File: src/rtl/cache_mem_arbiter.sv
// Arbitrates ICache/DCache/uncached channels onto one bridge port, one transaction at a time.
// Grant is combinational in IDLE, mem_req follows next cycle; losers wait at level until IDLE returns.
module cache_mem_arbiter #(
   parameter int STARVE_LIMIT = 4
) (
   input  logic         clk,
   input  logic         rst,
   input  logic         ic_rd_req,
   input  logic [31:0]  ic_rd_addr,
   input  logic         dc_rd_req,
   input  logic [31:0]  dc_rd_addr,
   input  logic         uc_rd_req,
   input  logic [31:0]  uc_rd_addr,
   input  logic [1:0]   uc_load_size,
   input  logic         dc_wr_req,
   input  logic [31:0]  dc_wr_addr,
   input  logic [127:0] dc_wr_data,
   input  logic         uc_wr_req,
   input  logic [31:0]  uc_wr_addr,
   input  logic [31:0]  uc_wr_data,
   input  logic [3:0]   uc_wr_wstrb,
   output logic         ic_rd_rdy,
   output logic         dc_rd_rdy,
   output logic         uc_rd_rdy,
   output logic         dc_wr_rdy,
   output logic         uc_wr_rdy,
   output logic         ic_ret_valid,
   output logic         dc_ret_valid,
   output logic         uc_ret_valid,
   output logic [127:0] ic_ret_data,
   output logic [127:0] dc_ret_data,
   output logic [31:0]  uc_ret_data,
   output logic         dc_wr_valid,
   output logic         uc_wr_valid,
   output logic         mem_req,
   output logic         mem_we,
   output logic         mem_line,
   output logic [31:0]  mem_addr,
   output logic [1:0]   mem_size,
   output logic [3:0]   mem_wstrb,
   output logic [127:0] mem_wdata,
   input  logic         mem_ack,
   input  logic         mem_done,
   input  logic [127:0] mem_rdata
);

   typedef enum logic [1:0] {S_IDLE, S_REQ, S_WAIT, S_RESP} state_t;
   typedef enum logic [2:0] {OWN_IC, OWN_DCR, OWN_UCR, OWN_DCW, OWN_UCW} owner_t;

   localparam logic [3:0] LIMIT = 4'(STARVE_LIMIT);

   state_t         r_state, w_state_nxt;
   owner_t         r_owner, w_owner;
   logic           w_any_req, w_grant, w_capture;
   logic [3:0]     r_starve_cnt;
   logic           r_mem_we, r_mem_line;
   logic [31:0]    r_mem_addr;
   logic [1:0]     r_mem_size;
   logic [3:0]     r_mem_wstrb;
   logic [127:0]   r_mem_wdata, r_ic_ret_data, r_dc_ret_data;
   logic [31:0]    r_uc_ret_data;

   // The starvation override sits above the fixed data-side priority chain.
   always_comb begin
      w_owner = OWN_IC;
      if (ic_rd_req && r_starve_cnt == LIMIT) w_owner = OWN_IC;
      else if (dc_wr_req)                     w_owner = OWN_DCW;
      else if (uc_wr_req)                     w_owner = OWN_UCW;
      else if (uc_rd_req)                     w_owner = OWN_UCR;
      else if (dc_rd_req)                     w_owner = OWN_DCR;
   end

   assign w_any_req = ic_rd_req | dc_rd_req | uc_rd_req | dc_wr_req | uc_wr_req;
   assign w_grant   = (r_state == S_IDLE) && !rst && w_any_req;
   assign w_capture = ((r_state == S_REQ) && mem_ack && mem_done) ||
                      ((r_state == S_WAIT) && mem_done);

   always_ff @(posedge clk) begin
      if (rst) r_state <= S_IDLE;
      else     r_state <= w_state_nxt;
   end

   always_comb begin
      w_state_nxt  = r_state;
      ic_rd_rdy    = 1'b0;
      dc_rd_rdy    = 1'b0;
      uc_rd_rdy    = 1'b0;
      dc_wr_rdy    = 1'b0;
      uc_wr_rdy    = 1'b0;
      ic_ret_valid = 1'b0;
      dc_ret_valid = 1'b0;
      uc_ret_valid = 1'b0;
      dc_wr_valid  = 1'b0;
      uc_wr_valid  = 1'b0;
      case (r_state)
         S_IDLE: begin
            if (w_grant) begin
               w_state_nxt = S_REQ;
               ic_rd_rdy   = (w_owner == OWN_IC);
               dc_rd_rdy   = (w_owner == OWN_DCR);
               uc_rd_rdy   = (w_owner == OWN_UCR);
               dc_wr_rdy   = (w_owner == OWN_DCW);
               uc_wr_rdy   = (w_owner == OWN_UCW);
            end
         end
         S_REQ:  if (mem_ack) w_state_nxt = mem_done ? S_RESP : S_WAIT;
         S_WAIT: if (mem_done) w_state_nxt = S_RESP;
         S_RESP: begin
            w_state_nxt  = S_IDLE;
            ic_ret_valid = (r_owner == OWN_IC);
            dc_ret_valid = (r_owner == OWN_DCR);
            uc_ret_valid = (r_owner == OWN_UCR);
            dc_wr_valid  = (r_owner == OWN_DCW);
            uc_wr_valid  = (r_owner == OWN_UCW);
         end
         default: w_state_nxt = S_IDLE;
      endcase
   end

   always_ff @(posedge clk) begin
      if (rst) begin
         r_owner       <= OWN_IC;
         r_starve_cnt  <= 4'd0;
         r_mem_we      <= 1'b0;
         r_mem_line    <= 1'b0;
         r_mem_addr    <= 32'd0;
         r_mem_size    <= 2'd0;
         r_mem_wstrb   <= 4'd0;
         r_mem_wdata   <= 128'd0;
         r_ic_ret_data <= 128'd0;
         r_dc_ret_data <= 128'd0;
         r_uc_ret_data <= 32'd0;
      end else begin
         if (w_grant) begin
            r_owner     <= w_owner;
            r_mem_we    <= 1'b0;
            r_mem_line  <= 1'b1;
            r_mem_size  <= 2'd2;
            r_mem_wstrb <= 4'hF;
            r_mem_wdata <= 128'd0;
            case (w_owner)
               OWN_IC:  r_mem_addr <= ic_rd_addr;
               OWN_DCR: r_mem_addr <= dc_rd_addr;
               OWN_DCW: begin
                  r_mem_we    <= 1'b1;
                  r_mem_addr  <= dc_wr_addr;
                  r_mem_wdata <= dc_wr_data;
               end
               OWN_UCR: begin
                  r_mem_line  <= 1'b0;
                  r_mem_addr  <= uc_rd_addr;
                  r_mem_size  <= uc_load_size;
                  r_mem_wstrb <= 4'h0;
               end
               default: begin
                  r_mem_we    <= 1'b1;
                  r_mem_line  <= 1'b0;
                  r_mem_addr  <= uc_wr_addr;
                  r_mem_wstrb <= uc_wr_wstrb;
                  r_mem_wdata <= {96'd0, uc_wr_data};
               end
            endcase
         end
         // Only data-side grants that bypass a waiting ICache count toward starvation.
         if (r_state == S_IDLE) begin
            if (!ic_rd_req)
               r_starve_cnt <= 4'd0;
            else if (w_grant) begin
               if (w_owner == OWN_IC)        r_starve_cnt <= 4'd0;
               else if (r_starve_cnt != LIMIT) r_starve_cnt <= r_starve_cnt + 4'd1;
            end
         end
         if (w_capture) begin
            case (r_owner)
               OWN_IC:  r_ic_ret_data <= mem_rdata;
               OWN_DCR: r_dc_ret_data <= mem_rdata;
               OWN_UCR: r_uc_ret_data <= mem_rdata[31:0];
               default: ;
            endcase
         end
      end
   end

   assign mem_req     = (r_state == S_REQ);
   assign mem_we      = r_mem_we;
   assign mem_line    = r_mem_line;
   assign mem_addr    = r_mem_addr;
   assign mem_size    = r_mem_size;
   assign mem_wstrb   = r_mem_wstrb;
   assign mem_wdata   = r_mem_wdata;
   assign ic_ret_data = r_ic_ret_data;
   assign dc_ret_data = r_dc_ret_data;
   assign uc_ret_data = r_uc_ret_data;

endmodule

File: config.mk
export PLATFORM = sky130hd
export DESIGN_NAME = cache_mem_arbiter
export DESIGN_NICKNAME = d
export VERILOG_FILES = /design/src/rtl/cache_mem_arbiter.sv
export SDC_FILE = /design/constraint.sdc
export NUM_CORES = 1
export LEC_CHECK = 0
export BUFFER_PORTS_ARGS = -buffer_cell sky130_fd_sc_hd__buf_2
export CORE_AREA = 2 2 365 367
export CTS_CLUSTER_SIZE = 20
export DETAILED_ROUTE_END_ITERATION = 16
export DIE_AREA = 0 0 367 369
export SYNTH_ARGS = -nofsm -noshare
export SYNTH_HDL_FRONTEND = slang
export SYNTH_SLANG_ARGS = --single-unit
export TNS_END_PERCENT = 1
File: constraint.sdc
create_clock -name clk -period 3.95 [get_ports clk]
set_input_delay 0.79 -clock clk [delete_from_list [all_inputs] [get_ports clk]]
set_output_delay 0.79 -clock clk [all_outputs]
set_load 0.01 [all_outputs]
==> parameters.txt <==
Parameter                              Value

Outcome
  Status ... completed

Floorplan
  Width of the die ... 367 um
  Initial Util ... between 10% and 20%
  Number of placement rows ... 133
  Core box area ... around 0.13 mm2
  Ports ... 930
  Full die area ... 0.1354 mm2
  Chip Height ... roughly 370 um

Finish
  Commonest cells after routing, fill and taps aside ... buf_2, nand2_1, dfxtp_1, a21oi_1, a22o_1
  Non-Filler Instances ... approximately 4700
  Share of cells above drive strength 1 ... 37.02%
  Final net count ... 3368
  Most frequent standard cell in the layout excluding fill and tap cells ... buf_2
  Synthesis-to-layout area growth ... 49.08%

Clock tree
  Post-CTS Resized ... 0
  Hold_buf cts ... 0
  TritonCTS clock tree ... yes
  Root buffer selected by CTS ... clkbuf_16
  Clock transition at the registers of the reported paths ... 0.07 ns
  Cts bufs inserted ... 54
  Clock buffer depth ... 3
  Post-CTS Repair Setup Buffers ... 0
  Clock latency on the worst-skew pair ... between 0.6 and 0.7 ns
  Number of levels in the clock H-tree ... 2
  TritonCTS sink count ... 465

Timing
  Setup Viol. Count Final ... 0
  Worst-case clock skew ... between 0.07 and 0.08 ns
  Unrepaired setup endpoints after global routing ... no
  Final count of pins violating max slew ... 0
  Worst hold-check slack ... 0.3414 ns
  Setup WS post-layout ... between 0.3 and 0.4 ns
  Slew margin rel. ... between 10% and 20%
  Fin Setup TNS ... 0 ns
  Worst-margin pin slew ... roughly 1.2 ns
  Count of final hold-check violations ... 0
  Minimum clock period ... 3.555 ns
  Top achievable clock speed ... around 0.28 GHz
  Post-route fraction of the period consumed by the critical path ... 90.01%

Detailed routing
  Drt wl/cell ... 19.56 um
  Vias ... 18960
  Aggregate routed wire length ... 92110 um
  Detailed Routing Iterations Pass 1 ... 7
  Starting DRT DRC Count ... around 1900
  Number of design rule violations left after detail routing ... 0
  Count of antenna-violating nets left after detailed routing ... 0
  Vias per cell ... just over 4

Setup path
  Count of cells along the worst register-to-register path ... 7
  Sort of element at the start of the critical path ... flop
  Arrival time of the worst setup path ... 2.77 ns
  Maximum single-stage delay on the critical path ... 0.45 ns
  Slack of the worst reg-to-reg path ... 1.27 ns
  Sort of element at the end of the critical path ... primary output
  CP max stage cell ... nor2_1
  Origin of the worst setup path ... r_state[0]$_SDFFE_PP0P_
  Worst path cell trace ... inv_1 > ha_1 > nor2b_1 > buf_4 > o21ai_4 > nor2_1 > buf_2
  R2r startpoint ... r_state[0]$_SDFFE_PP0P_
  Worst EP required ... 3.16 ns
  Top fanout value on the critical path ... 17
  Category of the critical setup timing path ... flop to primary output
  Worst reg2reg endpoint ... mem_wdata[55]$_SDFFE_PP0N_
  Endpoint of the worst setup timing path ... dc_rd_rdy

Synthesis
  Share of the synthesized area in the top cell type ... 53.34%
  Count of flip-flops with a built-in enable after synthesis ... 0
  Main area contributors after synthesis ... dfxtp_1, nand2_1, a21oi_1, a22o_1, clkbuf_1
  Yosys warning total ... 0
  Synthesized instance count ... ~2000
  Synth Cell Area ... 0.01745 mm2
  Async set-or-reset flop fraction in the synthesized netlist ... 0%
  Leading area contributor after synthesis ... dfxtp_1
  Portion of the post-synthesis area used by sequential elements ... 53.34%
  Predominant post-synthesis flop cell ... dfxtp_1
  Post-synthesis sequential element count ... 465
  Net count of the mapped netlist ... roughly 2500
  Syn_area_per_cell ... approximately 8.6 um2
  Number of distinct library cells after synthesis ... 54

Placed design
  RD Place Congestion ... 0.9281
  IO buf count ... around 930
  Setup Slack @ Placement ... between 0.5 and 0.6 ns
  Cell count after placement ... between 4000 and 5000
  HPWL Detailed ... 71540 um

Power and ir drop
  Worst voltage drop across the vdd grid ... between 0.3 and 0.4 mV
  Static Leak ... around 11 nW
  Sequential Power Share ... 38.6%
  Net switching fraction of the power ... 34.16%
  Internal Pwr Total ... 9.698 mW
  NetSw ... 5.032 mW
  Clock share of power ... 35.8%
  Part of the total power dissipated in combinational logic ... around a quarter
  Total power per unit cell area ... 566.1 mW/mm2

Min path
  Worst min-delay path category ... primary input to flop

Global routing
  Global-route wire length before repair ... 128300 um
  Total overflow reported by the global router ... 0
  Global-route usage over all layers ... between 10 and 15%
  Vias in the first global route ... 18050
  Maximum number of pins on one net before global-route repair ... 200
  Initial antenna violation count ... 28

Run
  Number of maximum-capacitance constraint violations ... 0
-- cell usage after synthesis, drive strengths merged, types with 2 or more instances --
library cell  number
nor4b              3
or4                2
mux2i             45
a221oi            20
a21oi            330
clkbuf           147
a2bb2oi           12
buf               27
nor2              12
o22ai             21
nor4               3
o21ai             47
nor3b              2
nor2b              6
a211oi            34
a32o               2
ha                 7
a21o              13
nand4b             2
inv               10
o2111ai            2
nand2            617
or2               21
dfxtp            465
a222oi            20
a22o              96
nand3              4
and3              33
nor3               4
nand2b             8
or3               13
-- sequential cells by signal (all words and copies together), names as in the netlist --
register	cells
dc_ret_data	128
ic_ret_data	128
mem_addr	32
mem_line	1
mem_size	2
mem_wdata	128
mem_we	1
mem_wstrb	4
r_owner	3
r_starve_cnt	4
r_state	2
uc_ret_data	32
-- worst max-delay path: cells and delay by family, from the launching register on --
kind	cells	cell delay, ns
buf+inv	3	0.61
fa+ha+maj	1	0.23
compound gates	1	0.20
simple gates	2	0.71
flops	1	0.33
-- routing by layer --
metal | GRT usage, % | up-vias | share of wire [%]
met1 | 16.73 | 8993 | 43
met3 | 4.768 | 156 | 11
met2 | 19.35 | 1029 | 43
li1 | - | 8765 | -
met5 | 0 | - | 0.12
met4 | 3.980 | 16 | 2.9
-- kinds of logic after synthesis --
group,synth area share [%]
DFF,53.34
and+or+nand+nor,17.50
muxes,2.581
adders and majority gates,0.5018
AOI/OAI and AO/OA,21.69
buffers and inverters,4.344
xor gates and xnor gates,0.05019
-- stage by stage --
step	utilization [%]	power, mW	instance area (um2)
floorplan	-	7.742	17450
global route	19.83	15.42	26000
global placement	18.39	9.492	24120
finish	19.84	14.73	26020
CTS	19.82	14.88	25990
detailed placement	18.39	9.544	24120
-- cell type report --
cell class                 count  area, um2
antenna                       10      25.02
clock buffer                  70       1501
clock inverter                32      375.4
fill                       14770     105100
inverter                      11      41.29
multi-input combinational   1390       7458
sequential                   465       9309
tap                         1755       2196
timing repair buffer         976       5112
-- power by group through the flow --
stage / Sequential, mW / Clock, mW / Combinational, mW
3_3_place_gp: 5.76 / 0 / 3.73
4_1_cts: 5.68 / 5.42 / 3.78
2_1_floorplan: 5.99 / 0 / 1.76
5_1_grt: 5.75 / 5.61 / 4.06
3_5_place_dp: 5.77 / 0 / 3.78
6_report: 5.69 / 5.28 / 3.76
-- worst min path at each step --
stage / startpoint / cells after the start / slack [ns] / endpoint
global route: dc_wr_data[24] / 3 / 0.30 / mem_wdata[24]$_SDFFE_PP0N_
finish: dc_wr_data[29] / 3 / 0.34 / mem_wdata[29]$_SDFFE_PP0N_
global placement: ic_ret_data[15]$_SDFFE_PP0P_ / 2 / 0.44 / ic_ret_data[15]$_SDFFE_PP0P_
CTS: dc_wr_data[1] / 3 / 0.29 / mem_wdata[1]$_SDFFE_PP0N_
detailed placement: ic_ret_data[32]$_SDFFE_PP0P_ / 2 / 0.44 / ic_ret_data[32]$_SDFFE_PP0P_
floorplan: mem_size[0]$_SDFFE_PP0N_ / 2 / 0.48 / mem_size[0]$_SDFFE_PP0N_
(Power assumes the default switching activity.)
